--- src/rtl/alu32_two_pass_ctrl_pkg.sv ---
// Shared op codes, FSM states and decoded-op bundle for the two-pass 32-bit ALU sequencer.
// Pure definitions: no latency, no backpressure.
package alu32_two_pass_ctrl_pkg;

  localparam int HALF_W_DEF = 16;

  typedef enum logic [2:0] {
    OP_AND = 3'b000,
    OP_OR  = 3'b001,
    OP_ADD = 3'b010,
    OP_SUB = 3'b110,
    OP_SLT = 3'b111
  } alu_op_e;

  typedef enum logic [1:0] {
    ST_IDLE = 2'd0,
    ST_LO   = 2'd1,
    ST_HI   = 2'd2,
    ST_DONE = 2'd3
  } state_e;

  typedef struct packed {
    logic       legal;
    logic       is_arith;
    logic       is_sub;
    logic       is_slt;
    logic [2:0] slice_op;
  } dec_t;

endpackage

--- src/rtl/alu32_two_pass_ctrl_if.sv ---
// Issue-side valid/ready request/result bus plus the half-width ALU slice hookup.
// slave = the sequencer; master = issue logic, consumer and ALU slice.
interface alu32_two_pass_ctrl_if #(parameter int HALF_W = 16);

  logic                  in_valid;
  logic                  in_ready;
  logic [2:0]            in_op;
  logic [2*HALF_W-1:0]   in_a;
  logic [2*HALF_W-1:0]   in_b;
  logic                  out_valid;
  logic                  out_ready;
  logic [2*HALF_W-1:0]   out_result;
  logic                  out_cout;
  logic                  out_ovf;
  logic                  out_zero;
  logic                  out_err;
  logic [HALF_W-1:0]     alu_a;
  logic [HALF_W-1:0]     alu_b;
  logic [2:0]            alu_op;
  logic                  alu_cin;
  logic                  alu_less;
  logic [HALF_W-1:0]     alu_result;
  logic                  alu_cout;
  logic                  alu_set;
  logic                  alu_ovf;
  logic                  alu_zero;

  modport slave (
    input  in_valid, in_op, in_a, in_b, out_ready,
    input  alu_result, alu_cout, alu_set, alu_ovf, alu_zero,
    output in_ready, out_valid, out_result, out_cout, out_ovf, out_zero, out_err,
    output alu_a, alu_b, alu_op, alu_cin, alu_less
  );

  modport master (
    output in_valid, in_op, in_a, in_b, out_ready,
    output alu_result, alu_cout, alu_set, alu_ovf, alu_zero,
    input  in_ready, out_valid, out_result, out_cout, out_ovf, out_zero, out_err,
    input  alu_a, alu_b, alu_op, alu_cin, alu_less
  );

endinterface

--- src/rtl/alu32_two_pass_ctrl_decode.sv ---
// Combinational op decoder: legality, carry usage and the op code issued to the slice.
// Zero latency, no backpressure.
module alu_op_decode
  import alu32_two_pass_ctrl_pkg::*;
(
  input  logic [2:0] op_i,
  output dec_t       dec_o
);

  always_comb begin
    dec_o = '0;
    case (op_i)
      OP_AND: begin
        dec_o.legal    = 1'b1;
        dec_o.slice_op = OP_AND;
      end
      OP_OR: begin
        dec_o.legal    = 1'b1;
        dec_o.slice_op = OP_OR;
      end
      OP_ADD: begin
        dec_o.legal    = 1'b1;
        dec_o.is_arith = 1'b1;
        dec_o.slice_op = OP_ADD;
      end
      OP_SUB: begin
        dec_o.legal    = 1'b1;
        dec_o.is_arith = 1'b1;
        dec_o.is_sub   = 1'b1;
        dec_o.slice_op = OP_SUB;
      end
      // SLT runs as a full subtract; the compare bit is formed from the high-pass flags
      OP_SLT: begin
        dec_o.legal    = 1'b1;
        dec_o.is_arith = 1'b1;
        dec_o.is_sub   = 1'b1;
        dec_o.is_slt   = 1'b1;
        dec_o.slice_op = OP_SUB;
      end
      default: dec_o = '0;
    endcase
  end

endmodule

--- src/rtl/alu32_two_pass_ctrl.sv ---
// Runs 2*HALF_W-bit ops on one HALF_W slice in two passes; accept -> out_valid three edges later.
// in_ready only in IDLE; the result is held in DONE until out_ready.
module alu32_two_pass_ctrl
  import alu32_two_pass_ctrl_pkg::*;
#(
  parameter int HALF_W = HALF_W_DEF
)
(
  input  logic                 clk,
  input  logic                 reset,
  alu32_two_pass_ctrl_if.slave bus
);

  localparam int W = 2 * HALF_W;

  state_e              state_q;
  logic                is_arith_q;
  logic                is_slt_q;
  logic [HALF_W-1:0]   a_hi_q;
  logic [HALF_W-1:0]   b_hi_q;
  logic [HALF_W-1:0]   res_lo_q;
  logic                zlo_q;

  logic [HALF_W-1:0]   alu_a_q;
  logic [HALF_W-1:0]   alu_b_q;
  logic [2:0]          alu_op_q;
  logic                alu_cin_q;

  logic                out_valid_q;
  logic [W-1:0]        out_result_q;
  logic                out_cout_q;
  logic                out_ovf_q;
  logic                out_zero_q;
  logic                out_err_q;

  logic [W-1:0]        out_result_d;
  logic                out_cout_d;
  logic                out_ovf_d;
  logic                out_zero_d;

  dec_t                dec;

  alu_op_decode u_dec (
    .op_i  (bus.in_op),
    .dec_o (dec)
  );

  // Final result assembly from the high-pass slice outputs and the captured low pass
  always_comb begin
    out_result_d = {bus.alu_result, res_lo_q};
    out_cout_d   = is_arith_q & ~is_slt_q & bus.alu_cout;
    out_ovf_d    = is_arith_q & ~is_slt_q & bus.alu_ovf;
    out_zero_d   = zlo_q & bus.alu_zero;
    if (is_slt_q) begin
      out_result_d = {{(W-1){1'b0}}, bus.alu_set};
      out_zero_d   = ~bus.alu_set;
    end
  end

  always_ff @(posedge clk) begin
    if (reset) begin
      state_q      <= ST_IDLE;
      is_arith_q   <= 1'b0;
      is_slt_q     <= 1'b0;
      a_hi_q       <= '0;
      b_hi_q       <= '0;
      res_lo_q     <= '0;
      zlo_q        <= 1'b0;
      alu_a_q      <= '0;
      alu_b_q      <= '0;
      alu_op_q     <= '0;
      alu_cin_q    <= 1'b0;
      out_valid_q  <= 1'b0;
      out_result_q <= '0;
      out_cout_q   <= 1'b0;
      out_ovf_q    <= 1'b0;
      out_zero_q   <= 1'b0;
      out_err_q    <= 1'b0;
    end else begin
      case (state_q)
        ST_IDLE: begin
          if (bus.in_valid) begin
            is_arith_q <= dec.is_arith;
            is_slt_q   <= dec.is_slt;
            a_hi_q     <= bus.in_a[W-1:HALF_W];
            b_hi_q     <= bus.in_b[W-1:HALF_W];
            if (dec.legal) begin
              state_q   <= ST_LO;
              alu_a_q   <= bus.in_a[HALF_W-1:0];
              alu_b_q   <= bus.in_b[HALF_W-1:0];
              alu_op_q  <= dec.slice_op;
              alu_cin_q <= dec.is_sub;
            end else begin
              state_q     <= ST_DONE;
              out_valid_q <= 1'b1;
              out_err_q   <= 1'b1;
            end
          end
        end
        ST_LO: begin
          state_q   <= ST_HI;
          res_lo_q  <= bus.alu_result;
          zlo_q     <= bus.alu_zero;
          alu_a_q   <= a_hi_q;
          alu_b_q   <= b_hi_q;
          alu_cin_q <= is_arith_q & bus.alu_cout;
        end
        ST_HI: begin
          state_q      <= ST_DONE;
          out_valid_q  <= 1'b1;
          out_result_q <= out_result_d;
          out_cout_q   <= out_cout_d;
          out_ovf_q    <= out_ovf_d;
          out_zero_q   <= out_zero_d;
          out_err_q    <= 1'b0;
          alu_a_q      <= '0;
          alu_b_q      <= '0;
          alu_op_q     <= '0;
          alu_cin_q    <= 1'b0;
        end
        ST_DONE: begin
          if (bus.out_ready) begin
            state_q      <= ST_IDLE;
            out_valid_q  <= 1'b0;
            out_result_q <= '0;
            out_cout_q   <= 1'b0;
            out_ovf_q    <= 1'b0;
            out_zero_q   <= 1'b0;
            out_err_q    <= 1'b0;
          end
        end
        default: state_q <= ST_IDLE;
      endcase
    end
  end

  assign bus.in_ready   = (state_q == ST_IDLE);
  assign bus.out_valid  = out_valid_q;
  assign bus.out_result = out_result_q;
  assign bus.out_cout   = out_cout_q;
  assign bus.out_ovf    = out_ovf_q;
  assign bus.out_zero   = out_zero_q;
  assign bus.out_err    = out_err_q;
  assign bus.alu_a      = alu_a_q;
  assign bus.alu_b      = alu_b_q;
  assign bus.alu_op     = alu_op_q;
  assign bus.alu_cin    = alu_cin_q;
  assign bus.alu_less   = 1'b0;

endmodule

--- src/flat_wrapper.sv ---
// flat-port wrapper written by rule: the top's interface ports become plain ports
module alu32_two_pass_ctrl_flat import alu32_two_pass_ctrl_pkg::*;
#(
  parameter int HALF_W = HALF_W_DEF
)
  (clk, reset, bus_in_valid, bus_in_op, bus_in_a, bus_in_b, bus_out_ready, bus_alu_result, bus_alu_cout, bus_alu_set, bus_alu_ovf, bus_alu_zero, bus_in_ready, bus_out_valid, bus_out_result, bus_out_cout, bus_out_ovf, bus_out_zero, bus_out_err, bus_alu_a, bus_alu_b, bus_alu_op, bus_alu_cin, bus_alu_less);
  alu32_two_pass_ctrl_if #(.HALF_W(HALF_W)) bus_i ();
  input  logic clk;
  input  logic reset;
  input wire logic [$bits(bus_i.in_valid)-1:0] bus_in_valid;
  input wire logic [$bits(bus_i.in_op)-1:0] bus_in_op;
  input wire logic [$bits(bus_i.in_a)-1:0] bus_in_a;
  input wire logic [$bits(bus_i.in_b)-1:0] bus_in_b;
  input wire logic [$bits(bus_i.out_ready)-1:0] bus_out_ready;
  input wire logic [$bits(bus_i.alu_result)-1:0] bus_alu_result;
  input wire logic [$bits(bus_i.alu_cout)-1:0] bus_alu_cout;
  input wire logic [$bits(bus_i.alu_set)-1:0] bus_alu_set;
  input wire logic [$bits(bus_i.alu_ovf)-1:0] bus_alu_ovf;
  input wire logic [$bits(bus_i.alu_zero)-1:0] bus_alu_zero;
  output wire logic [$bits(bus_i.in_ready)-1:0] bus_in_ready;
  output wire logic [$bits(bus_i.out_valid)-1:0] bus_out_valid;
  output wire logic [$bits(bus_i.out_result)-1:0] bus_out_result;
  output wire logic [$bits(bus_i.out_cout)-1:0] bus_out_cout;
  output wire logic [$bits(bus_i.out_ovf)-1:0] bus_out_ovf;
  output wire logic [$bits(bus_i.out_zero)-1:0] bus_out_zero;
  output wire logic [$bits(bus_i.out_err)-1:0] bus_out_err;
  output wire logic [$bits(bus_i.alu_a)-1:0] bus_alu_a;
  output wire logic [$bits(bus_i.alu_b)-1:0] bus_alu_b;
  output wire logic [$bits(bus_i.alu_op)-1:0] bus_alu_op;
  output wire logic [$bits(bus_i.alu_cin)-1:0] bus_alu_cin;
  output wire logic [$bits(bus_i.alu_less)-1:0] bus_alu_less;
  assign bus_i.in_valid = bus_in_valid;
  assign bus_i.in_op = bus_in_op;
  assign bus_i.in_a = bus_in_a;
  assign bus_i.in_b = bus_in_b;
  assign bus_i.out_ready = bus_out_ready;
  assign bus_i.alu_result = bus_alu_result;
  assign bus_i.alu_cout = bus_alu_cout;
  assign bus_i.alu_set = bus_alu_set;
  assign bus_i.alu_ovf = bus_alu_ovf;
  assign bus_i.alu_zero = bus_alu_zero;
  assign bus_in_ready = bus_i.in_ready;
  assign bus_out_valid = bus_i.out_valid;
  assign bus_out_result = bus_i.out_result;
  assign bus_out_cout = bus_i.out_cout;
  assign bus_out_ovf = bus_i.out_ovf;
  assign bus_out_zero = bus_i.out_zero;
  assign bus_out_err = bus_i.out_err;
  assign bus_alu_a = bus_i.alu_a;
  assign bus_alu_b = bus_i.alu_b;
  assign bus_alu_op = bus_i.alu_op;
  assign bus_alu_cin = bus_i.alu_cin;
  assign bus_alu_less = bus_i.alu_less;
  alu32_two_pass_ctrl #(.HALF_W(HALF_W)) u_core (.clk(clk), .reset(reset), .bus(bus_i));
endmodule
--- config.mk ---
export PLATFORM = sky130hd
export DESIGN_NAME = alu32_two_pass_ctrl_flat
export DESIGN_NICKNAME = d
export VERILOG_FILES = /design/src/rtl/alu32_two_pass_ctrl_pkg.sv /design/src/rtl/alu32_two_pass_ctrl_if.sv /design/src/rtl/alu32_two_pass_ctrl_decode.sv /design/src/rtl/alu32_two_pass_ctrl.sv /design/src/flat_wrapper.sv
export SDC_FILE = /design/constraint.sdc
export NUM_CORES = 1
export LEC_CHECK = 0
export ABC_AREA = 1
export BUFFER_PORTS_ARGS = -buffer_cell sky130_fd_sc_hd__buf_2
export CORE_MARGIN = 4
export CORE_UTILIZATION = 51
export DETAILED_ROUTE_END_ITERATION = 8
export GPL_ROUTABILITY_DRIVEN = 0
export PLACE_DENSITY_LB_ADDON = 0.3
export SLEW_MARGIN = 20
export SYNTH_ARGS = -nofsm -noshare
export SYNTH_HDL_FRONTEND = slang
export SYNTH_SLANG_ARGS = --single-unit
--- constraint.sdc ---
create_clock -name clk -period 2.1 [get_ports clk]
set_input_delay 0.315 -clock clk [delete_from_list [all_inputs] [get_ports clk]]
set_output_delay 0.315 -clock clk [all_outputs]
set_load 0.02 [all_outputs]
After elaboration in Yosys (flattened, before gate mapping)
Index checks and enable logic that the tools add are counted.
Storage, ports and cells
  register bits: 126
  bits of input ports: 91
  output and inout port bits: 75
  logic and storage cells: 83
Cells by class
  equal/unequal tests: 11
  multiplexer cells: 33
  bitwise gates (word level): 7
  reduce and logical (&&, ||, !) cells: 15
Operator list (number)
  $pmux 16 s3: 2
  $mux 16: 4
  $mux 32: 2
  $pmux 32 s2: 1
  $mux 1: 10
  $pmux 1 s3: 3
  $pmux 3 s3: 1
  $pmux 2 s4: 1
  $eq 3x3->1 const B: 2
  $mux 2: 3
  $mux 3: 2
  $ne 2x2->1 const B: 3
  $pmux 1 s2: 3
  $pmux 3 s2: 1
  $reduce_and 2->1: 3
  $reduce_and 3->1: 2
  $reduce_bool 3->1: 2
  $and 1x1->1: 5
  $reduce_or 5->1: 1
  $eq 2x2->1 const B: 2
  $reduce_and 4->1: 1
  $reduce_bool 2->1: 2
  $eq 3x1->1 const B: 1
  $eq 3x2->1 const B: 1
  other kinds (7): 8

Logic depth before layout (Yosys ltp)
Gate-level depths: netlist of the first run.
  depth in word-level cells: 6
  gate-level depth with buffers: 9
  gate-level depth less buffers: 8

Hierarchy
From an unflattened synthesis of the first run, not the netlist that was laid out.
Unflattened totals
  cells, all modules: 781
  area, all modules: 5298.8 um2
Modules (own cells, without submodules)
  alu32_two_pass_ctrl: times used 1, cells each 767, area an instance 5246.3 um2, seq. area each 2522.4 um2
  alu_op_decode: times used 1, cells each 14, area an instance 52.6 um2, seq. area each 0.0 um2

Worst setup path after synthesis of the first run
OpenSTA, ideal clock, no wires.
  kind: register to register
  start point: register u_core.state_q[0]
  end point: register u_core.alu_a_q[1], in the netlist u_core.bus.alu_a[1]
  library setup time: 0.132 ns
  arrival time: 1.462 ns
  data required time: 1.968 ns
  path slack: 0.506 ns
  stages on the path, launching flop included: 9
  buffers on the path: 2
  clock period less this slack: 1.594 ns
  cells stage by stage: dfxtp_1 inv_1 ha_1 buf_4 nand2_1 buf_1 o22ai_1 nand2_1 a21oi_1
On the way
  cells in the longest elaborated chain, start to end: 3
  elaborated cells between the ends (all ways): 8
  those cells by class: eq/ne: 4; mux: 1; reduce/logical: 3
Ends and longest elaborated chain
  start: declaration: line alu32_two_pass_ctrl.sv:16  | state_e state_q;
  start signal: assignment: line alu32_two_pass_ctrl.sv:62  | state_q <= ST_IDLE;
  start signal: assignment: line alu32_two_pass_ctrl.sv:88  | state_q <= ST_LO;
  start signal: assignment: line alu32_two_pass_ctrl.sv:94  | state_q <= ST_DONE;
  $eq 2x1->1 (tied with other cells): line alu32_two_pass_ctrl.sv:80  | case (state_q)
  $reduce_bool 3->1 (no source line) (tied with other cells)
  $reduce_and 3->1 (no source line)
  end signal: assignment: line alu32_two_pass_ctrl.sv:89  | alu_a_q <= bus.in_a[HALF_W-1:0];
  end signal: assignment: line alu32_two_pass_ctrl.sv:104  | alu_a_q <= a_hi_q;
  end: declaration: line alu32_two_pass_ctrl.sv:24  | logic [HALF_W-1:0] alu_a_q;
Several ways; a longest one is shown, not always the timed one.
A chain may end at the register's enable or synchronous reset.

Worst setup path in the final report of the first run
  start point: register u_core.state_q[0]
  end point: register u_core.alu_a_q[10], in the netlist u_core.bus.alu_a[10]
Same word-level chain as after synthesis.

==> reports/summary.md, run 1 <==
From synthesis to final layout, the design area changed by 27.44%. Counting I/O delays and the setup requirement, the final critical path takes 1906 ps. The detailed-route wire length per cell was 14.02 um.

The element type at the critical path start was a register. The fraction of final layout cells sized beyond drive strength 1 is 0.2627. The path class of the tightest hold or removal check is in -> reg. For the worst flop-to-flop path, the logic depth is 8.

The fraction of the mapped netlist area in adder cells was 0.009749; the initial antenna violation count was 0. Across all layers, the routed design uses 5,012 vias. The run gives 500 ps as the insertion delay of the later-clocked pin in the worst-skew pair. The ratio of total power to cell area was 1586 mW/mm^2.

The cell area after synthesis is 0.005134 mm^2. The die is 108.3 um wide. The repair_antennas step left the layout with diodes totalling 0.

The number of remaining DRC errors came out at 0. After floorplanning, the core was divided into 36 placement rows. After clock tree synthesis, the setup repair step added 0 buffers.

The tools report the endpoint arrival time on the critical path as 2280 ps. The floorplan step set the die height to 108.3 um. In this run the worst setup path begins at u_core.state_q[0].

The count of input and output buffers came out at 164. The residual antenna-violating net count after detailed routing came out at 0. The library cell used most frequently in the layout, excluding fill and tap cells, is buf_2. When the netlist entered floorplanning its net count stood at 765. The setup TNS came out at 0 ps. The logs give 524.7 MHz for the achievable clock frequency and 0.005909 mm^2 for the cell area reported after detailed placement. Clock skew on the completed layout was measured at 6.539 ps.

The power consumption is 10.37 mW, and the initial core utilization is 0.5252. The post-synthesis compound-gate area fraction works out to 0.1864. The final standard cell area without fillers is 0.006543 mm^2, and the number of max-slew violations in the final report is 0. Counting along the longest clock path gives a buffer depth of 2. The synthesized-area fraction occupied by and/or/nand/nor cells came out at 0.2052. For the count of clock tree sinks, the log shows 126. In this run the static leakage power is 2.999 nW. TritonCTS built the clock tree. The number of failing setup endpoints in the final timing report was 0. The run finished with clean final reports.

The tools report the largest net degree at the start of global routing as 56. The number of synthesis warnings is 0, and the hold buffer count at cts is 0. Library cell occupying the most area in the post-synthesis netlist: dfxtp_1. In this run the standard cell core region covers 0.009774 mm^2. The worst-case IR drop observed on VDD is 0.8467 mV. The worst flop-to-flop path startpoint is u_core.state_q[0].

In this run the most critical hold path is launched from bus_alu_result[12]. The normalized max-slew margin was 0.6670; the H-tree depth was 4. The top cell types in the final layout, fill and taps aside, are buf_2, dfxtp_1, nand2_1.

The tool flagged a number of max-cap violations equal to 0. CTS placed an instance of clkbuf_8 at the clock tree root. Count of instances resized after the clock tree is built: 0. In this run the count of I/O pins placed on the die edge is 166. The tools report the overall global routing resource usage as 0.2331. The worst hold path was traced through 3 stages. The first global-routing pass estimated 21,910 um of wire. TritonCTS created 17 clock buffers. By area the synthesized netlist is led by dfxtp_1, a21oi_1, nand2_1. The sum of overflow across all layers after global routing was 0; the part of the Yosys area used for sequential elements was 0.4913.

The via count normalized by instance count was 5.205; the total number of nets in the final design was 912. Combinational family with the most area after synthesis: simple AND/OR/NAND/NOR gates. Share of cell area taken by muxes after synthesis: 0.

Top fanout value on the critical path: 37. The critical path class is reg -> reg. Measured slew at the worst slew-check pin: 496.4 ps. The detailed router finished its first iteration with 255 violations.

The number of global-route vias before repair is 4,773, and the xor and xnor area share after synthesis is 0. The number of hold violations in the final report was 0; the critical path required time was 2470 ps. The first detailed-routing pass took 5 iterations. Dividing the synthesized area by the synthesized cell count gives 7.662 um^2. Detailed placement ended at an HPWL of 9584 um.

The share of the clock period used by the worst path after layout works out to 0.9076. The tools report the total wire length after detailed routing as 13,500 um. The count of different cell masters after synthesis came out at 28.

Setup repair after global routing left no endpoint under its margin. The area share of the leading cell type in the synthesized netlist works out to 0.4913. STA classifies the critical path endpoint as a register.

After clock tree synthesis, the clock-pin slew on the worst setup and hold paths is 50 ps. The gate count after technology mapping is 670, and the overall die area is 0.01174 mm^2. In this run, synthesis produced a sequential element count of 126.
[state kept, by name, indices dropped and copies added (netlist names), 2 cells and up]
register and flops:
u_core.b_hi_q 16, u_core.bus.out_result 32, u_core.bus.alu_a 16, u_core.bus.alu_op 3
u_core.state_q 2, u_core.res_lo_q 16, u_core.bus.alu_b 16, u_core.a_hi_q 16
[worst paths after layout]
path / to / slack, ps
max: u_core.bus.alu_a[10] / 190
min reg2reg: u_core.a_hi_q[11] / 450
max reg2reg: u_core.bus.alu_a[10] / 190
min: u_core.res_lo_q[12] / 60
[synthesized netlist by cell type (all sizes together)]
cell,number
dfxtp,126
nand2,123
a21oi,98
inv,65
o21ai,62
nor2,57
nand3,54
buf,32
o22ai,23
clkbuf,15
ha,4
a31oi,2
clkinv,2
nand4,2
nor3,2
conb,1
nand3b,1
or2,1
[critical path, stage by stage, from the launching register on]
cell and delay, ps:
dfxtp_1 380, inv_1 90, ha_1 260, nand2_1 120, clkinv_2 230, nand2_8 300, nand2_8 200, nand2_1 120
a21oi_1 70
[layer usage]
metal  track usage  wire length (um)  vias to the layer above
li1              -                 -                     2495
met1        0.2861              5617                     2289
met2        0.3956              6533                      210
met3       0.06030              1134                       18
met4       0.08386               211                        0
met5             0                 0                        -
[where the power goes]
part / switching (mW) / internal (mW)
clock network: 1.02 / 2.06
registers: 0.341 / 3.10
logic: 2.65 / 1.21
[cell type report]
type                    count  area [um^2]
inverters                  67        252.7
fillers                   857         3232
clock inverters             9        156.4
clock buffers              23        476.7
flip-flops and latches    126         2522
well taps                 133        166.4
repair buffers            175        903.4
multi-input cells         430         2064
[per-stage QoR]
stage / std cells / hold WS (ps) / utilization / worst slack, ps
finish: 963 / 60.75 / 0.6694 / 194.0
floorplan: 670 / 430.0 / - / 505.6
global placement: 931 / 437.6 / 0.6046 / 300.5
detailed placement: 931 / 444.9 / 0.6046 / 182.7
CTS: 963 / 34.26 / 0.6694 / 176.6
global route: 963 / 54.60 / 0.6694 / 2.486
[cells by family (layout without fill, tap and decap cells)]
kind of cell	count (synthesis)	count (layout)
and+or+nand+nor	240	240
DFF	126	126
AOI/OAI and AO/OA	185	185
adders and majority gates	4	4
other	1	1
buffers and inverters	114	274
Note: power is estimated with default switching activity, not from simulation.
==> inputs of run 2 (changes only) <==
--- a/config.mk
+++ b/config.mk
@@ -5,13 +5,13 @@
 export SDC_FILE = /design/constraint.sdc
 export NUM_CORES = 1
 export LEC_CHECK = 0
-export ABC_AREA = 1
 export BUFFER_PORTS_ARGS = -buffer_cell sky130_fd_sc_hd__buf_2
 export CORE_MARGIN = 4
 export CORE_UTILIZATION = 51
 export DETAILED_ROUTE_END_ITERATION = 8
 export GPL_ROUTABILITY_DRIVEN = 0
 export PLACE_DENSITY_LB_ADDON = 0.3
+export REMOVE_ABC_BUFFERS = 1
 export SLEW_MARGIN = 20
 export SYNTH_ARGS = -nofsm -noshare
 export SYNTH_HDL_FRONTEND = slang
==> run 2 against run 1 <==
Effect of this change:
- global-route usage down 1.3 points
- setup slack gained 27 ps
- via count down 9.2%
==> reports/summary.md, run 2 <==
The flow ran to the end, and the final reports show no timing, DRC or antenna violations. The longest clock path from root to sink contains 2 buffers. The sum of overflow across all layers after global routing was 0; the flip-flop count of the largest register, all copies and words added was 32. For this design the total switching power over the nets is 4.223 mW. By startpoint and endpoint, the worst setup path is classified as reg -> reg. For this run, the number of Yosys warnings is 0.

The core region is 0.009774 mm^2. In this run the number of H-tree levels came out at 4. The total internal power was 6.766 mW; the top fanout value on the critical path was 66.

The count of inserted antenna diode cells was 0; the number of buffer and inverter instances along the worst setup path was 2. For this run, the post-layout net count is 807. Most instantiated flip-flop cell in the synthesis netlist: dfxtp_1.

The slowest stage of the critical path belongs to the cell dfxtp_1. The biggest area contributor in the post-synthesis netlist is dfxtp_1. The worst setup path is launched from a register. The path category of the worst min-delay check is in -> reg. The logs give 0.2201 for the overall global routing resource usage and 0.277 for the share of power burned in the clock network. Once layout is done, the placed cells without fillers occupy 0.006670 mm^2. In the synthesized netlist, the cells that appear most often are dfxtp_1, nor2_1, nand2_1. In this run the remaining antenna-violating nets after routing total 0. Sorting the synthesized cells by area gives the leading types as dfxtp_1, a311oi_2, nor2_1.

The library cell used most frequently in the layout, excluding fill and tap cells, is buf_2. In this run the tool buffered the top-level ports with 164 buffer cells. The area share of the leading cell type in the synthesized netlist was 0.4923.

Clock-pin slew was measured on the worst setup and hold paths at 60 ps. Fraction of synthesis flops using an asynchronous set or reset pin: 0. In this run, post-CTS repair resized a total of 0 instances. The most used standard cell by instance count after synthesis is dfxtp_1.

For the share of power burned in registers, the log shows 0.312. The clock drives 126 sinks. The number of max-cap violations came out at 0. The share of the clock period used by the worst path after layout is 0.8947. For the initial antenna violation count, the log shows 0.

Kind of cell adding the most delay to the critical path: compound AO/OA/AOI/OAI gates. Combinational group share of total power: 0.411. The worst-case IR drop observed on VDD is 0.8126 mV.

The part of the Yosys area used for sequential elements was 0.4923; the number of enable-type register cells in the synthesized netlist was 0. In this run the cell area measured after placement is 0.006045 mm^2. For the number of buffers inserted during clock tree synthesis, the log shows 17. The cell area that synthesis handed to floorplanning was 0.005124 mm^2. After clock tree synthesis, the setup repair step added 0 buffers. The run gives 565 as the gate count after technology mapping.

The tools report the total wire length after detailed routing as 12,790 um. The logs give 36 for the count of standard-cell rows and 532.3 MHz for the achievable clock frequency. Summed over all cells, the static leakage comes to 2.803 nW. Power spread over the standard cell area amounts to 1647 mW/mm^2. For the critical path required time, the log shows 2500 ps. For the final database, setup skew stands at 10.57 ps. The global-route wire length before repair came out at 20,760 um. Each instance of the synthesized netlist takes up on average 9.068 um^2. Clock latency on the worst-skew pair, taken at its later pin, is 500 ps.

The completed layout was analyzed and its total power is 10.99 mW. Number of remaining DRC errors: 0. Traced cell by cell, the critical path runs through inv_1, ha_2, and2_1, a32o_4, buf_12, nor2_1, a311oi_2. The count of different cell masters after synthesis is 33, and the number of max-slew violations in the final report is 0. The maximum cell stage delay along the critical path is 340 ps.

The floorplan step set the die width to 108.2 um. Measured along the y axis, the die boundary spans 108.2 um. Top-level I/O count: 166. The first detailed-routing pass took 4 iterations.

Setup violations remaining at the end of the flow were counted as 0. Number of hold violations in the final report: 0. The number of global-route vias before repair is 4,391, and the initial core utilization is 0.5242. Leaving out fill and tap cells, the most frequent cells in the layout are buf_2, dfxtp_1, nor2_1. Overall die area: 0.01171 mm^2. TritonCTS built the clock tree.

For this block, the initial DRC count from the detailed router was 221. The fraction of final layout cells sized beyond drive strength 1 was 0.3384; the endpoint arrival time on the critical path was 2280 ps. Largest net degree at the start of global routing: 67. Layout-stage area growth over the synthesis result: 30.18%. In this run, post-CTS hold repair placed 0 buffers. The synthesized design contains 126 register bits. The detailed-route wire length per cell works out to 14.92 um.

For this block, the via count after detailed routing is 4,552. The switching share of total power came out at 0.3843. Kind of end point of the critical path: a register. The run gives 8678 um as the estimated wirelength of the detail-placed design.

The via count normalized by instance count was 5.312; the shortest period the worst path allows was 1879 ps. Setup repair after global routing left no endpoint under its margin. The tools report the root buffer selected by CTS as clkbuf_8.
-- run 2: cell types whose count changed after synthesis, sizes merged, moves of 20 or more --
cell | before | now
inv | 65 | 3
o21ai | 62 | 1
a21oi | 98 | 38
nand2 | 123 | 69
nor2 | 57 | 95
nand2b | 0 | 35
a311oi | 0 | 33
a22oi | 0 | 32
o22ai | 23 | 0
nand3 | 54 | 34
-- run 2: final timing paths --
kind | start | end | slack, ps | cells past startpoint
worst min register to register | u_core.b_hi_q[6] | u_core.b_hi_q[6] | 450 | 2
worst max register to register | u_core.state_q[0] | u_core.bus.alu_a[15] | 220 | 7
worst min-delay path | bus_in_b[19] | u_core.b_hi_q[3] | 60 | 3
worst max-delay path | u_core.state_q[0] | u_core.bus.alu_a[15] | 220 | 7
-- run 2: worst register-to-register path, delay by kind of cell, from the launching register on --
| kind | cells | cell delay, ps |
|---|---|---|
| buffers and inverters | 2 | 370 |
| adder cells (fa/ha/maj) | 1 | 270 |
| AND/OR/NAND/NOR | 2 | 340 |
| flip-flops | 1 | 340 |
| AO/OA/AOI/OAI | 2 | 470 |
-- run 2: per-stage QoR --
stage               hold WS (ps)  utilization  setup WS (ps)  setup TNS (ps)  cells
floorplan                  382.9            -          -1066          -47700    515
global placement           442.6       0.6184          320.9               0    826
detailed placement         447.0       0.6184          251.7               0    826
CTS                        29.78       0.6824          223.3               0    857
global route               42.66       0.6824          84.89               0    857
finish                     58.37       0.6824          221.2               0    857
-- run 2: cells by family after synthesis --
group	synth area share
compound gates	0.1946
simple gates	0.2132
fa+ha+maj	0.009768
mux	0.03932
buf+inv	0.05006
other cells	0.0007319
flops	0.4923
-- run 2: final cells by class --
| cell class | instances | area, um^2 |
|---|---|---|
| Clock buffer | 19 | 441.7 |
| Clock inverter | 12 | 183.9 |
| Fill cell | 808 | 3104 |
| Inverter | 3 | 11.26 |
| Multi-Input combinational cell | 386 | 2366 |
| Sequential cell | 126 | 2522 |
| Tap cell | 133 | 166.4 |
| Timing Repair Buffer | 178 | 978.4 |
-- run 2: routing by layer --
metal	wire (um)	vias up	GRT usage
met5	0	-	0
met4	88	0	0.07394
met3	1034	8	0.06507
met2	6090	154	0.3579
met1	5573	2135	0.2805
li1	-	2255	-
-- run 2: power groups by stage --
stage          registers [mW]  clock network (mW)  logic, mW
2_1_floorplan            3.96                   0       2.54
3_3_place_gp             3.43                   0       4.41
3_5_place_dp             3.47                   0       4.53
4_1_cts                  3.43                3.10       4.57
5_1_grt                  3.51                3.21       4.93
6_report                 3.43                3.05       4.51
